$ cat src/rtl/ssp_tx_fifo_if.sv
// ssp_tx_fifo_if: APB-side push and SSP-logic-side pop signals of the transmit FIFO
interface ssp_tx_fifo_if #(
  parameter int WIDTH = 8,
  parameter int AW    = 2
);
  logic             PSEL;
  logic             PWRITE;
  logic [WIDTH-1:0] PWDATA;
  logic             TxLOGICWRITE;
  logic [WIDTH-1:0] TxDATA;
  logic             TxEMPTY;
  logic             SSPTXINTR;
  logic             TxOVERRUN;
  logic [AW:0]      TxCOUNT;
  modport master (
    output PSEL, PWRITE, PWDATA, TxLOGICWRITE,
    input  TxDATA, TxEMPTY, SSPTXINTR, TxOVERRUN, TxCOUNT
  );
  modport slave (
    input  PSEL, PWRITE, PWDATA, TxLOGICWRITE,
    output TxDATA, TxEMPTY, SSPTXINTR, TxOVERRUN, TxCOUNT
  );
endinterface

$ cat src/rtl/ssp_tx_fifo.sv
// ssp_tx_fifo: first-word-fall-through transmit FIFO between APB writes and SSP logic pops
module ssp_tx_fifo #(
  parameter int WIDTH = 8,
  parameter int DEPTH = 4,
  parameter int AW    = 2
) (
  input logic          PCLK,
  input logic          CLEAR,
  ssp_tx_fifo_if.slave bus
);
  localparam logic [AW:0] FULL_CNT = (AW+1)'(DEPTH);
  logic [WIDTH-1:0] mem_q [DEPTH];
  logic [AW-1:0]    rd_ptr_q, rd_ptr_d, wr_ptr_q, wr_ptr_d;
  logic [AW:0]      count_q, count_d;
  logic             ovr_q, ovr_d, tlw_q;
  logic             empty, full, push_req, pop_req, push_ok, pop_ok;
  assign empty         = (count_q == '0);
  assign full          = (count_q == FULL_CNT);
  assign push_req      = bus.PSEL & bus.PWRITE;
  assign pop_req       = bus.TxLOGICWRITE & ~tlw_q;
  assign pop_ok        = pop_req & ~empty;
  assign push_ok       = push_req & (~full | pop_ok);
  assign bus.TxEMPTY   = empty;
  assign bus.SSPTXINTR = full;
  assign bus.TxOVERRUN = ovr_q;
  assign bus.TxCOUNT   = count_q;
  assign bus.TxDATA    = empty ? '0 : mem_q[rd_ptr_q];
  // next pointers, occupancy and sticky overrun from this cycle's accepted push/pop
  always_comb begin
    rd_ptr_d = pop_ok ? rd_ptr_q + AW'(1) : rd_ptr_q;
    wr_ptr_d = push_ok ? wr_ptr_q + AW'(1) : wr_ptr_q;
    count_d  = count_q + (AW+1)'(push_ok) - (AW+1)'(pop_ok);
    ovr_d    = ovr_q | (push_req & ~push_ok);
  end
  // control state; clear wins over any push/pop in the same cycle
  always_ff @(posedge PCLK) begin
    if (CLEAR) begin
      rd_ptr_q <= '0;
      wr_ptr_q <= '0;
      count_q  <= '0;
      ovr_q    <= 1'b0;
      tlw_q    <= 1'b0;
    end else begin
      rd_ptr_q <= rd_ptr_d;
      wr_ptr_q <= wr_ptr_d;
      count_q  <= count_d;
      ovr_q    <= ovr_d;
      tlw_q    <= bus.TxLOGICWRITE;
    end
  end
  // storage is never cleared; a push coinciding with clear is not written
  always_ff @(posedge PCLK) begin
    if (push_ok && !CLEAR) mem_q[wr_ptr_q] <= bus.PWDATA;
  end
endmodule

$ cat src/flat_wrapper.sv
// flat-port wrapper written by rule: the top's interface ports become plain ports
module ssp_tx_fifo_flat 
#(
  parameter int WIDTH = 8,
  parameter int DEPTH = 4,
  parameter int AW    = 2
)
  (PCLK, CLEAR, bus_PSEL, bus_PWRITE, bus_PWDATA, bus_TxLOGICWRITE, bus_TxDATA, bus_TxEMPTY, bus_SSPTXINTR, bus_TxOVERRUN, bus_TxCOUNT);
  ssp_tx_fifo_if #(.WIDTH(WIDTH), .AW(AW)) bus_i ();
  input logic PCLK;
  input logic CLEAR;
  input wire logic [$bits(bus_i.PSEL)-1:0] bus_PSEL;
  input wire logic [$bits(bus_i.PWRITE)-1:0] bus_PWRITE;
  input wire logic [$bits(bus_i.PWDATA)-1:0] bus_PWDATA;
  input wire logic [$bits(bus_i.TxLOGICWRITE)-1:0] bus_TxLOGICWRITE;
  output wire logic [$bits(bus_i.TxDATA)-1:0] bus_TxDATA;
  output wire logic [$bits(bus_i.TxEMPTY)-1:0] bus_TxEMPTY;
  output wire logic [$bits(bus_i.SSPTXINTR)-1:0] bus_SSPTXINTR;
  output wire logic [$bits(bus_i.TxOVERRUN)-1:0] bus_TxOVERRUN;
  output wire logic [$bits(bus_i.TxCOUNT)-1:0] bus_TxCOUNT;
  assign bus_i.PSEL = bus_PSEL;
  assign bus_i.PWRITE = bus_PWRITE;
  assign bus_i.PWDATA = bus_PWDATA;
  assign bus_i.TxLOGICWRITE = bus_TxLOGICWRITE;
  assign bus_TxDATA = bus_i.TxDATA;
  assign bus_TxEMPTY = bus_i.TxEMPTY;
  assign bus_SSPTXINTR = bus_i.SSPTXINTR;
  assign bus_TxOVERRUN = bus_i.TxOVERRUN;
  assign bus_TxCOUNT = bus_i.TxCOUNT;
  ssp_tx_fifo #(.WIDTH(WIDTH), .DEPTH(DEPTH), .AW(AW)) u_core (.PCLK(PCLK), .CLEAR(CLEAR), .bus(bus_i));
endmodule
$ cat config.mk
export PLATFORM = sky130hd
export DESIGN_NAME = ssp_tx_fifo_flat
export DESIGN_NICKNAME = d
export VERILOG_FILES = /design/src/rtl/ssp_tx_fifo_if.sv /design/src/rtl/ssp_tx_fifo.sv /design/src/flat_wrapper.sv
export SDC_FILE = /design/constraint.sdc
export NUM_CORES = 1
export LEC_CHECK = 0
export ABC_AREA = 1
export CAP_MARGIN = 30
export CORE_MARGIN = 5
export CORE_UTILIZATION = 45
export CTS_CLUSTER_DIAMETER = 60
export DETAILED_ROUTE_END_ITERATION = 7
export DONT_BUFFER_PORTS = 1
export RECOVER_POWER = 25
export SYNTH_ARGS = -nofsm -noshare
export SYNTH_HDL_FRONTEND = slang
export SYNTH_SLANG_ARGS = --single-unit
$ cat constraint.sdc
create_clock -name PCLK -period 4.5 [get_ports PCLK]
set_input_delay 0.45 -clock PCLK [delete_from_list [all_inputs] [get_ports PCLK]]
set_output_delay 0.45 -clock PCLK [all_outputs]
set_load 0.05 [all_outputs]
; Word-level counts from Yosys, hierarchy flattened
; Memories as Yosys holds them, arrays and structs flattened. A register that Yosys moved wholly into a read port is not among the register bits.
; Index checks and enable logic that the tools add are counted.
[totals]
ff_bits = 9
ramBits = 32
wordCells = 30
n_memories = 1
in_bits = 13
output_inout_bits = 14
[classes]
n_bitwise = 11
n_eq_ne = 1
muxes = 5
n_addsub = 4
reduce_logical = 3
[mem_list]
columns = name, depth, width, read_ports, rd_ports_with_merged_regs, write_ports, line_no
row1 = u_core.mem_q, 4, 8, 1, 1, 1, ssp_tx_fifo.sv:12  ; logic [WIDTH-1:0] mem_q [DEPTH];
[ops]
columns = cell, count
row1 = $mux W8, 1
row2 = $and A1 B1 Y1, 5
row3 = $add A2 B1 Y2 const B, 2
row4 = $mux W2, 2
row5 = $not A1 Y1, 4
row6 = $add A3 B1 Y3, 1
row7 = $eq A3 B3 Y1 const B, 1
row8 = $logic_not A3 Y1, 1
row9 = $sub A3 B1 Y3, 1
row10 = $mux W1, 2
row11 = $or A1 B1 Y1, 2
row12 = $logic_and A1 B1 Y1, 1
row13 = $logic_not A1 Y1, 1

; Logic depth before layout (Yosys ltp)
[depth]
depth_word = 8
mapped_depth = 11
depth_no_buf = 11

; Least setup slack after synthesis
; Ideal clock, no wire load.
[synth_path]
path_kind = reg2out
start = register u_core.count_q[2], in the netlist u_core.bus.TxCOUNT[2]
end = output port bus_TxDATA[0]
stages_incl_launch_ff = 5
slack_ps = 2035
arrival_ps = 2015
required_ps = 4050
cell_sequence = dfxtp_1 inv_1 nand2_1 inv_1 a21oi_1
[synth_via]
elab_chain_len = 2
[synth_rtl]
columns = item, line_no
row1 = "start, declared", ssp_tx_fifo.sv:14  ; logic [AW:0] count_q, count_d;
row2 = "start signal, assigned", ssp_tx_fifo.sv:46  ; count_q <= count_d;
row3 = $logic_not A3 Y1, ssp_tx_fifo.sv:17  ; assign empty = (count_q == '0);
row4 = named net bus_TxEMPTY, flat_wrapper.sv:17  ; output wire logic [$bits(bus_i.TxEMPTY)-1:0] bus_TxEMPTY;
row5 = $mux W8, ssp_tx_fifo.sv:27  ; assign bus.TxDATA = empty ? '0 : mem_q[rd_ptr_q];
row6 = "end, declared", flat_wrapper.sv:16  ; output wire logic [$bits(bus_i.TxDATA)-1:0] bus_TxDATA;
; The timed path passes the listed nets, and every way through them passes these cells.

==> flow_summary.json <==
{
  "num_vias": 1203,
  "hold_path_depth": 1,
  "yosysUniqueCellTypes": 18,
  "layout-drive-gt1-share": 0.179,
  "place_hpwl_um": 2490,
  "rsz0062_at_grt": "false",
  "postCtsSetupRepairBufs": 0,
  "top_level_ports": 27,
  "hold_end": "u_core.tlw_q",
  "cp.required_ps": 4050,
  "yosys_warnings": 0,
  "max-slew-margin-rel": 0.365,
  "reg2regPathDepth": 10,
  "powerDensity_nw_per_um2": 589,
  "wirelength_um": 3520,
  "clock_path_buffers": 2,
  "gp_congestion": 0.701,
  "finalSetupTns_ps": 0,
  "outcome": "complete, no violations",
  "antenna_found_initial": 0,
  "clk_pin_slew_ps": 80,
  "grt_pass1_vias": 1246,
  "fin_crit_ps": 2520,
  "drv_slew": 0,
  "hold_start": "CLEAR",
  "cts_tree": "built",
  "wl_per_cell_um": 14.7,
  "cts_resized": 0,
  "tightest_slew_ps": 948,
  "start_util": 0.466,
  "crit_type": "flip-flop to primary output",
  "first_pass_iters": 4,
  "r2r_end": "u_core.bus.TxCOUNT[2]",
  "synth.cell_area_sq_um": 1880,
  "die_h_um": 74.6,
  "root_buffer": "clkbuf_8",
  "overflow": 0,
  "insertion_delay_ps": 290,
  "leakagePower_uw": 0.000803,
  "cap_violations": 0,
  "core_area_sq_um": 4030,
  "dieWidth_um": 74.6,
  "n_fill_cell": 381,
  "reg2reg_slack_ps": 2230,
  "numClockSinks": 43,
  "hold_buffers": 0,
  "timing_hold_violations_final": 0,
  "n_antenna_cell": 0,
  "viasPerCell": 5.01,
  "synth_fp_nets": 198,
  "yosysSeqAreaShare": 0.628,
  "finClkSkew_ps": 4.95,
  "grt_pass1_wl_um": 5850,
  "cts_buffers": 5,
  "crit_fanout": 17,
  "final_nets": 209,
  "port-buffer-count": 0,
  "synth.avg_cell_area_sq_um": 10.6,
  "rows": 23,
  "ant_nets": 0,
  "dp_cells": 232,
  "drt_iter0_markers": 70,
  "ir_drop_mv": 0.312,
  "areaGrowthSynthToFinish_pct": 10.1,
  "r2r-start": "u_core.bus.TxCOUNT[1]",
  "netlist_instances": 178,
  "finalCritPeriodShare": 0.560,
  "hp-class": "primary input to flip-flop",
  "critPathLaunchType": "flip-flop",
  "fin_cells": 240,
  "die_area_sq_um": 5570,
  "grt_max_degree": 18,
  "drc": 0,
  "htreeDepth": 2,
  "setup_viol": 0,
  "grt_use_total": 0.145,
  "ys_ff_latch": 43,
  "crit_arrival_ps": 2070,
  "crit_path_end_kind": "primary output",
  "fmax_ghz": 0.397
}
==> where the power goes <==
group | total, uW | internal [uW] | switching [uW]
Sequential | 523 | 451 | 71.5
Combinational | 393 | 109 | 284
Clock | 304 | 179 | 124
Total | 1220 | 739 | 480
==> critical path, stage by stage (launching register included) <==
cell     delay [ps]
dfxtp_1         860
inv_2           310
o21ai_0         280
a21oi_1         100
buf_4           230
==> sequential cells by signal, indices dropped and copies added (netlist names), named ones only <==
register	count
u_core.tlw_q	1
u_core.mem_q	32
u_core.bus.TxCOUNT	3
u_core.bus.TxOVERRUN	1
u_core.rd_ptr_q	2
u_core.wr_ptr_q	2
==> per-stage QoR <==
stage                     utilization  worst slack [ps]  total power, uW  cell area [sq um]  hold slack, ps
after floorplan                     -              2030              848               1880             459
after global placement          0.470              1860              868               1890             484
after detailed placement        0.484              2230              930               1950             497
after CTS                       0.514              1940             1230               2070             211
after global routing            0.514              1780             1290               2070             197
final                           0.514              1980             1220               2070             221
==> synth_stat cells (all sizes together) <==
master,instances,share of area
edfxtp,32,0.51
o21ai,17,0.045
fa,1,0.011
nand3,5,0.016
ha,6,0.040
a21oi,12,0.032
xor2,1,0.0047
nor2,47,0.11
buf,4,0.027
nand2,15,0.030
dfxtp,11,0.12
inv,27,0.054
==> placed cells by master, fill, tap and decap left out, drive strengths merged <==
| cell | instances |
|---|---|
| fa | 1 |
| clkbuf | 6 |
| dfxtp | 11 |
| xor2 | 1 |
| ha | 6 |
| edfxtp | 32 |
| nand2 | 15 |
| clkinv | 1 |
| o21ai | 17 |
| nand3 | 5 |
| inv | 27 |
| bufinv | 1 |
| buf | 8 |
| a21oi | 12 |
| nor2 | 47 |
==> metal layers <==
metal | track usage | up-vias | wire length [um]
met1 | 0.164 | 570 | 1360
met5 | 0 | - | 0
met3 | 0.0534 | 5 | 299
li1 | - | 596 | -
met2 | 0.244 | 32 | 1810
met4 | 0.0652 | 0 | 53
==> area by class of cell <==
type | instances | area [sq um] | share of cell area
sequential | 43 | 1180 | 0.571
multi-input combinational | 104 | 547 | 0.264
inverter | 27 | 101 | 0.0490
clock buffer | 6 | 82.6 | 0.0399
tap | 50 | 62.6 | 0.0302
timing repair buffer | 8 | 60.1 | 0.0290
clock inverter | 2 | 35.0 | 0.0169
==> how the worst max path moves through the flow <==
| stage | start | endpoint | slack (ps) | depth (start not counted) |
|---|---|---|---|---|
| after floorplan | u_core.bus.TxCOUNT[2] | bus_TxDATA[0] | 2030 | 4 |
| after global placement | u_core.bus.TxCOUNT[2] | bus_TxDATA[0] | 1860 | 4 |
| after detailed placement | u_core.bus.TxCOUNT[1] | u_core.bus.TxCOUNT[2] | 2230 | 10 |
| after CTS | flip-flop | bus_TxDATA[2] | 1940 | 4 |
| after global routing | flip-flop | bus_TxDATA[2] | 1780 | 4 |
| final | flip-flop | bus_TxDATA[2] | 1980 | 4 |
==> logic make-up (layout without fill, tap and decap cells) <==
logic type               after synthesis  count (layout)  share of synthesized area
AND/OR/NAND/NOR                       67              67                      0.158
flip-flops                            43              43                      0.628
buffers and inverters                 31              43                     0.0806
AO/OA/AOI/OAI                         29              29                     0.0772
adder cells (fa/ha/maj)                7               7                     0.0506
XOR/XNOR                               1               1                    0.00466
Note: power is estimated with default switching activity, not from simulation.
